$ cat config.mk
export PLATFORM = sky130hd
export DESIGN_NAME = bus_arbiter_flat
export DESIGN_NICKNAME = d
export VERILOG_FILES = /design/src/rtl/bus_arbiter_pkg.sv /design/src/rtl/bus_arbiter_if.sv /design/src/rtl/mux.sv /design/src/rtl/bus_arbiter.sv /design/src/flat_wrapper.sv
export SDC_FILE = /design/constraint.sdc
export NUM_CORES = 1
export LEC_CHECK = 0
export BUFFER_PORTS_ARGS = -buffer_cell sky130_fd_sc_hd__buf_4
export CAP_MARGIN = 20
export CORE_AREA = 10 10 47 49
export CTS_CLUSTER_DIAMETER = 150
export CTS_CLUSTER_SIZE = 40
export DETAILED_ROUTE_END_ITERATION = 10
export DIE_AREA = 0 0 57 59
export GPL_TIMING_DRIVEN = 0
export PLACE_DENSITY = 0.7
export SLEW_MARGIN = 0
export SYNTH_ARGS = -nofsm -noshare
export SYNTH_HDL_FRONTEND = slang
export SYNTH_HIERARCHICAL = 1
export SYNTH_SLANG_ARGS = --single-unit
$ cat constraint.sdc
create_clock -name clk -period 5 [get_ports clk]
set_clock_uncertainty 0.2 [all_clocks]
set_input_delay 1 -clock clk [delete_from_list [all_inputs] [get_ports clk]]
set_output_delay 1 -clock clk [all_outputs]
set_load 0.01 [all_outputs]
$ cat src/rtl/bus_arbiter_pkg.sv
// Shared definitions for the two-requester bus arbiter: FSM state encodings
// and the default tenure length limit.
package bus_arbiter_pkg;

   typedef enum logic [1:0] {
      IDLE = 2'b00,
      OWN1 = 2'b01,
      OWN2 = 2'b10
   } state_t;

   localparam int MAX_HOLD_DEFAULT = 8;

endpackage

$ cat src/rtl/bus_arbiter_if.sv
// Bus bundle between the two requesters and the arbiter.
// The master side drives requests and data; the slave side is the arbiter.
interface bus_arbiter_if;

   logic       req1;
   logic       req2;
   logic [7:0] data1;
   logic [7:0] data2;
   logic       last1;
   logic       last2;
   logic       gnt1;
   logic       gnt2;
   logic       select;
   logic [7:0] bus_out;
   logic       bus_valid;
   logic       timeout;

   modport master (
      output req1, req2, data1, data2, last1, last2,
      input  gnt1, gnt2, select, bus_out, bus_valid, timeout
   );

   modport slave (
      input  req1, req2, data1, data2, last1, last2,
      output gnt1, gnt2, select, bus_out, bus_valid, timeout
   );

endinterface

$ cat src/rtl/mux.sv
// Existing 8-bit 2:1 data multiplexer: select=0 routes in1, select=1 routes in2.
module mux (
   input  logic [7:0] in1,
   input  logic [7:0] in2,
   input  logic       select,
   output logic [7:0] out
);

   // Pure steering of one of the two data words onto the output.
   always_comb begin
      out = 8'h00;
      if (select) begin
         out = in2;
      end else begin
         out = in1;
      end
   end

endmodule

$ cat src/rtl/bus_arbiter.sv
// Round-robin arbiter granting one of two requesters a shared 8-bit bus.
// Define BUS_ARBITER_TIMEOUT_EN to bound each tenure to MAX_HOLD grant cycles.
module bus_arbiter
   import bus_arbiter_pkg::*;
#(
   parameter int MAX_HOLD = MAX_HOLD_DEFAULT
) (
   input  logic           clk,
   input  logic           reset,
   bus_arbiter_if.slave   bus
);

   state_t state_r;
   state_t state_nx_s;
   logic   last_owner_r;   // 0: requester 1 owned last, 1: requester 2 owned last
   logic   gnt1_r;
   logic   gnt2_r;
   logic   valid_r;
   logic   select_r;
   logic   tmo1_s;
   logic   tmo2_s;
   logic   end1_s;
   logic   end2_s;

`ifdef BUS_ARBITER_TIMEOUT_EN
   localparam int HOLD_W = $clog2(MAX_HOLD) + 1;

   logic [HOLD_W-1:0] hold_r;
   logic [HOLD_W-1:0] hold_nx_s;

   // Forced revoke on the last allowed cycle of a tenure that has not signalled its end.
   assign tmo1_s = (state_r == OWN1) && bus.req1 && !bus.last1 && (hold_r == HOLD_W'(MAX_HOLD));
   assign tmo2_s = (state_r == OWN2) && bus.req2 && !bus.last2 && (hold_r == HOLD_W'(MAX_HOLD));

   // Hold count is the number of grant cycles including the current one.
   always_comb begin
      hold_nx_s = {HOLD_W{1'b0}};
      if (state_nx_s == IDLE) begin
         hold_nx_s = {HOLD_W{1'b0}};
      end else if (state_nx_s != state_r) begin
         hold_nx_s = HOLD_W'(1);
      end else begin
         hold_nx_s = hold_r + HOLD_W'(1);
      end
   end

   // Tenure length counter register.
   always_ff @(posedge clk) begin
      if (reset) begin
         hold_r <= {HOLD_W{1'b0}};
      end else begin
         hold_r <= hold_nx_s;
      end
   end
`else
   assign tmo1_s = 1'b0;
   assign tmo2_s = 1'b0;
`endif

   assign end1_s = bus.last1 || !bus.req1 || tmo1_s;
   assign end2_s = bus.last2 || !bus.req2 || tmo2_s;

   // Next-state logic; tenures hand over directly with no idle bubble.
   always_comb begin
      state_nx_s = IDLE;
      case (state_r)
         IDLE: begin
            if (bus.req1 && bus.req2) begin
               state_nx_s = last_owner_r ? OWN1 : OWN2;
            end else if (bus.req1) begin
               state_nx_s = OWN1;
            end else if (bus.req2) begin
               state_nx_s = OWN2;
            end else begin
               state_nx_s = IDLE;
            end
         end
         OWN1: begin
            if (end1_s) begin
               state_nx_s = bus.req2 ? OWN2 : IDLE;
            end else begin
               state_nx_s = OWN1;
            end
         end
         OWN2: begin
            if (end2_s) begin
               state_nx_s = bus.req1 ? OWN1 : IDLE;
            end else begin
               state_nx_s = OWN2;
            end
         end
         default: begin
            state_nx_s = IDLE;
         end
      endcase
   end

   // State plus registered grant, valid, select and round-robin owner.
   always_ff @(posedge clk) begin
      if (reset) begin
         state_r      <= IDLE;
         gnt1_r       <= 1'b0;
         gnt2_r       <= 1'b0;
         valid_r      <= 1'b0;
         select_r     <= 1'b0;
         last_owner_r <= 1'b1;
      end else begin
         state_r <= state_nx_s;
         gnt1_r  <= (state_nx_s == OWN1);
         gnt2_r  <= (state_nx_s == OWN2);
         valid_r <= (state_nx_s == OWN1) || (state_nx_s == OWN2);
         if (state_nx_s == OWN1) begin
            select_r     <= 1'b0;
            last_owner_r <= 1'b0;
         end else if (state_nx_s == OWN2) begin
            select_r     <= 1'b1;
            last_owner_r <= 1'b1;
         end else begin
            select_r     <= select_r;
            last_owner_r <= last_owner_r;
         end
      end
   end

   assign bus.gnt1      = gnt1_r;
   assign bus.gnt2      = gnt2_r;
   assign bus.bus_valid = valid_r;
   assign bus.select    = select_r;
   assign bus.timeout   = tmo1_s || tmo2_s;

   mux u_mux (
      .in1    (bus.data1),
      .in2    (bus.data2),
      .select (bus.select),
      .out    (bus.bus_out)
   );

endmodule
$ cat src/flat_wrapper.sv
// flat-port wrapper written by rule: the top's interface ports become plain ports
module bus_arbiter_flat import bus_arbiter_pkg::*;
#(
   parameter int MAX_HOLD = MAX_HOLD_DEFAULT
)
  (clk, reset, bus_req1, bus_req2, bus_data1, bus_data2, bus_last1, bus_last2, bus_gnt1, bus_gnt2, bus_select, bus_bus_out, bus_bus_valid, bus_timeout);
  bus_arbiter_if bus_i ();
  input  logic clk;
  input  logic reset;
  input wire logic [$bits(bus_i.req1)-1:0] bus_req1;
  input wire logic [$bits(bus_i.req2)-1:0] bus_req2;
  input wire logic [$bits(bus_i.data1)-1:0] bus_data1;
  input wire logic [$bits(bus_i.data2)-1:0] bus_data2;
  input wire logic [$bits(bus_i.last1)-1:0] bus_last1;
  input wire logic [$bits(bus_i.last2)-1:0] bus_last2;
  output wire logic [$bits(bus_i.gnt1)-1:0] bus_gnt1;
  output wire logic [$bits(bus_i.gnt2)-1:0] bus_gnt2;
  output wire logic [$bits(bus_i.select)-1:0] bus_select;
  output wire logic [$bits(bus_i.bus_out)-1:0] bus_bus_out;
  output wire logic [$bits(bus_i.bus_valid)-1:0] bus_bus_valid;
  output wire logic [$bits(bus_i.timeout)-1:0] bus_timeout;
  assign bus_i.req1 = bus_req1;
  assign bus_i.req2 = bus_req2;
  assign bus_i.data1 = bus_data1;
  assign bus_i.data2 = bus_data2;
  assign bus_i.last1 = bus_last1;
  assign bus_i.last2 = bus_last2;
  assign bus_gnt1 = bus_i.gnt1;
  assign bus_gnt2 = bus_i.gnt2;
  assign bus_select = bus_i.select;
  assign bus_bus_out = bus_i.bus_out;
  assign bus_bus_valid = bus_i.bus_valid;
  assign bus_timeout = bus_i.timeout;
  bus_arbiter #(.MAX_HOLD(MAX_HOLD)) u_core (.clk(clk), .reset(reset), .bus(bus_i));
endmodule
==> flow_metrics.env <==
export IMPL_netlist_area_sq_um=452
export IMPL_cts_setup_buffers=0
export IMPL_cp_arrival_ns=1.51
export IMPL_clock_fmax_mhz=369
export IMPL_synth_simple_area_share_pct=19.4
export IMPL_ir_drop_v=0.000148
export IMPL_portBuffers=33
export IMPL_numCtsBuffers=3
export IMPL_firstDrtPassIters=4
export IMPL_hpwlAfterDp_um=1110
export IMPL_final_util_pct=53.2
export IMPL_die_h_um=59
export IMPL_clk_latency_ns=0.24
export IMPL_grt_util_all_layers_pct=7.57
export IMPL_powerDensity_nw_per_um2=232
export IMPL_syn_avg_cell_area_sq_um=10.8
export IMPL_pin_count=35
export IMPL_crit_fanout=1
export IMPL_cp_common_cell="buf_4"
export IMPL_dieArea_sq_um=3360
export IMPL_syn_inst=42
export IMPL_syn_to_final_growth_pct=65.1
export IMPL_grt_pass1_vias=453
export IMPL_required_ns=3.80
export IMPL_row_count=14
export IMPL_dieWidth_um=57
export IMPL_final_layout_size_suffix_gt1_share_pct=58.2
export IMPL_drt_wl_total_um=1270
export IMPL_critical_path_max_stage_delay_ns=0.26
export IMPL_power_leakage_nw=0.385
export IMPL_synth_xor_area_share_pct=0
export IMPL_synth_compound_area_share_pct=2.22
export IMPL_outcome="completed"
export IMPL_wl_per_cell_um=13.4
export IMPL_worstSetupPathType="input pin to primary output"
export IMPL_ys_seq_area_share_pct=31.0
export IMPL_crit_chain="buf_4 -> mux2_4 -> buf_4"
export IMPL_hold_viol=0
export IMPL_synthAdderAreaFrac_pct=11.1
export IMPL_start_util_pct=32.2
export IMPL_final_setup_tns_ns=0
export IMPL_holdBufCountCts=0
export IMPL_antenna_left=0
export IMPL_yosysUniqueCellTypes=17
export IMPL_ys_top_cells_by_area="dfxtp_1 (31%), mux2_4 (27%), ha_1 (11%), nand3b_1 (3.3%), nor2_1 (3.3%)"
export IMPL_avgViaCountPerCell=4.64
export IMPL_htreeDepth=1
export IMPL_tritoncts="yes"
export IMPL_cts_repair_resized=0
export IMPL_cp_slowest_cell="mux2_4"
export IMPL_root_buffer="clkbuf_4"
export IMPL_clk_pin_slew_ns=0.05
export IMPL_grt_pass1_wl_um=2070
export IMPL_max_cap_violations=0
export IMPL_drt_iter0_markers=9
export IMPL_ctsLongestPathBuffers=2
export IMPL_start_kind="input pin"
export IMPL_antenna_cells=0
export IMPL_synth_seq_cells=7
export IMPL_yosys_warnings=6
export IMPL_cts_sinks=7
export IMPL_rsz0062_at_grt="false"
export IMPL_finalNetCount=106
export IMPL_coreArea_sq_um=1400
export IMPL_drv_slew=0
export IMPL_gp_congestion=0.617
export IMPL_crit_buf_inv=2
export IMPL_grt_start_max_net_pins=9
export IMPL_drc=0
export IMPL_vias=441
export IMPL_cp_top_family="buffers and inverters"
export IMPL_setup_viol_count_final=0
export IMPL_antenna_found_initial=0
export IMPL_hp_class="flip-flop to flip-flop"
export IMPL_synth_top_family_by_area="multiplexers"
export IMPL_grt_overflow_total=0
export IMPL_fin_crit_sh_pct=54.2
export IMPL_yosysTopAreaCell="dfxtp_1"
export IMPL_synth_nets=68
export IMPL_final_min_clock_period_ns=2.71
export IMPL_yosysTopAreaCellShare_pct=31.0
export IMPL_synthMuxAreaShare_pct=28.8
export IMPL_end_kind="primary output"
==> cell type report <==
class                   instances  area, sq um
plain buffers                   2         18.8
multi-input cells              30          282
well taps                      16         20.0
clock buffers                   4         26.3
repair buffers                 33          248
fillers                       139          656
flip-flops and latches          7          140
inverters                       3         11.3
==> cell usage after synthesis (all sizes together) <==
library cell,n
nand3b,2
conb,1
nand4bb,1
nor3,1
dfxtp,7
nand2b,1
nand4,2
o21ai,2
mux2i,1
ha,4
buf,2
mux2,8
nor2,4
or4b,1
nor2b,2
inv,3
==> final timing paths <==
| kind | start | end | slack, ns | cells past startpoint |
|---|---|---|---|---|
| max | bus_data1[4] | bus_bus_out[4] | 2.29 | 3 |
| min reg2reg | u_core/last_owner_r | u_core/last_owner_r | 0.31 | 2 |
| min | u_core/last_owner_r | u_core/last_owner_r | 0.31 | 2 |
| max reg2reg | u_core/state_r[1] | u_core/last_owner_r | 3.15 | 5 |
==> state kept, by name (all words and copies together) (netlist names) <==
| name | cells |
|---|---|
| u_core/last_owner_r | 1 |
| u_core/state_r | 2 |
| u_core/bus.bus_valid | 1 |
| u_core/bus.gnt2 | 1 |
| u_core/bus.gnt1 | 1 |
| u_core/bus.select | 1 |
==> power breakdown <==
| part | leakage (nW) | total [mW] | switching (mW) | internal [mW] |
|---|---|---|---|---|
| combinational | 0.313 | 0.0603 | 0.0228 | 0.0374 |
| sequential | 0.0577 | 0.0631 | 0.00259 | 0.0605 |
| clock | 0.0150 | 0.0496 | 0.0192 | 0.0304 |
==> per-layer routing <==
metal,track usage (%),wire length [um],up-vias
li1,-,-,215
met4,1.01,0,0
met5,0,0,-
met1,10.0,654,193
met3,4.51,164,0
met2,10.4,452,33
==> worst register-to-register path: cells and delay by family, from the launching register on <==
kind | cells | cell delay, ns
fa+ha+maj | 1 | 0.29
mux | 1 | 0.15
flops | 1 | 0.33
simple gates | 3 | 0.77
==> placed cells by master (no fill, tap or decap), types with 2 or more instances in the layout <==
cell / instances
nand4_1: 2
buf_4: 34
dfxtp_1: 7
clkbuf_4: 3
o21ai_0: 2
mux2_4: 8
nor2_1: 4
nand3b_1: 2
ha_1: 4
inv_1: 3
nor2b_1: 2
==> logic make-up after synthesis <==
logic type,count (synthesis)
buffers and inverters,5
adder cells (fa/ha/maj),4
multiplexers,9
flip-flops,7
AO/OA/AOI/OAI,2
AND/OR/NAND/NOR,14
other,1
==> through the flow <==
stage / setup slack (ns) / hold slack [ns] / power (mW) / instance area [sq um] / cells
2_1_floorplan: 2.53 / 0.263 / 0.0949 / 452 / 42
3_3_place_gp: 2.29 / 0.298 / 0.124 / 719 / 91
3_5_place_dp: 2.29 / 0.296 / 0.125 / 719 / 91
4_1_cts: 2.29 / 0.312 / 0.176 / 746 / 95
5_1_grt: 2.28 / 0.359 / 0.187 / 746 / 95
6_report: 2.29 / 0.308 / 0.173 / 746 / 95
(Power assumes the default switching activity.)
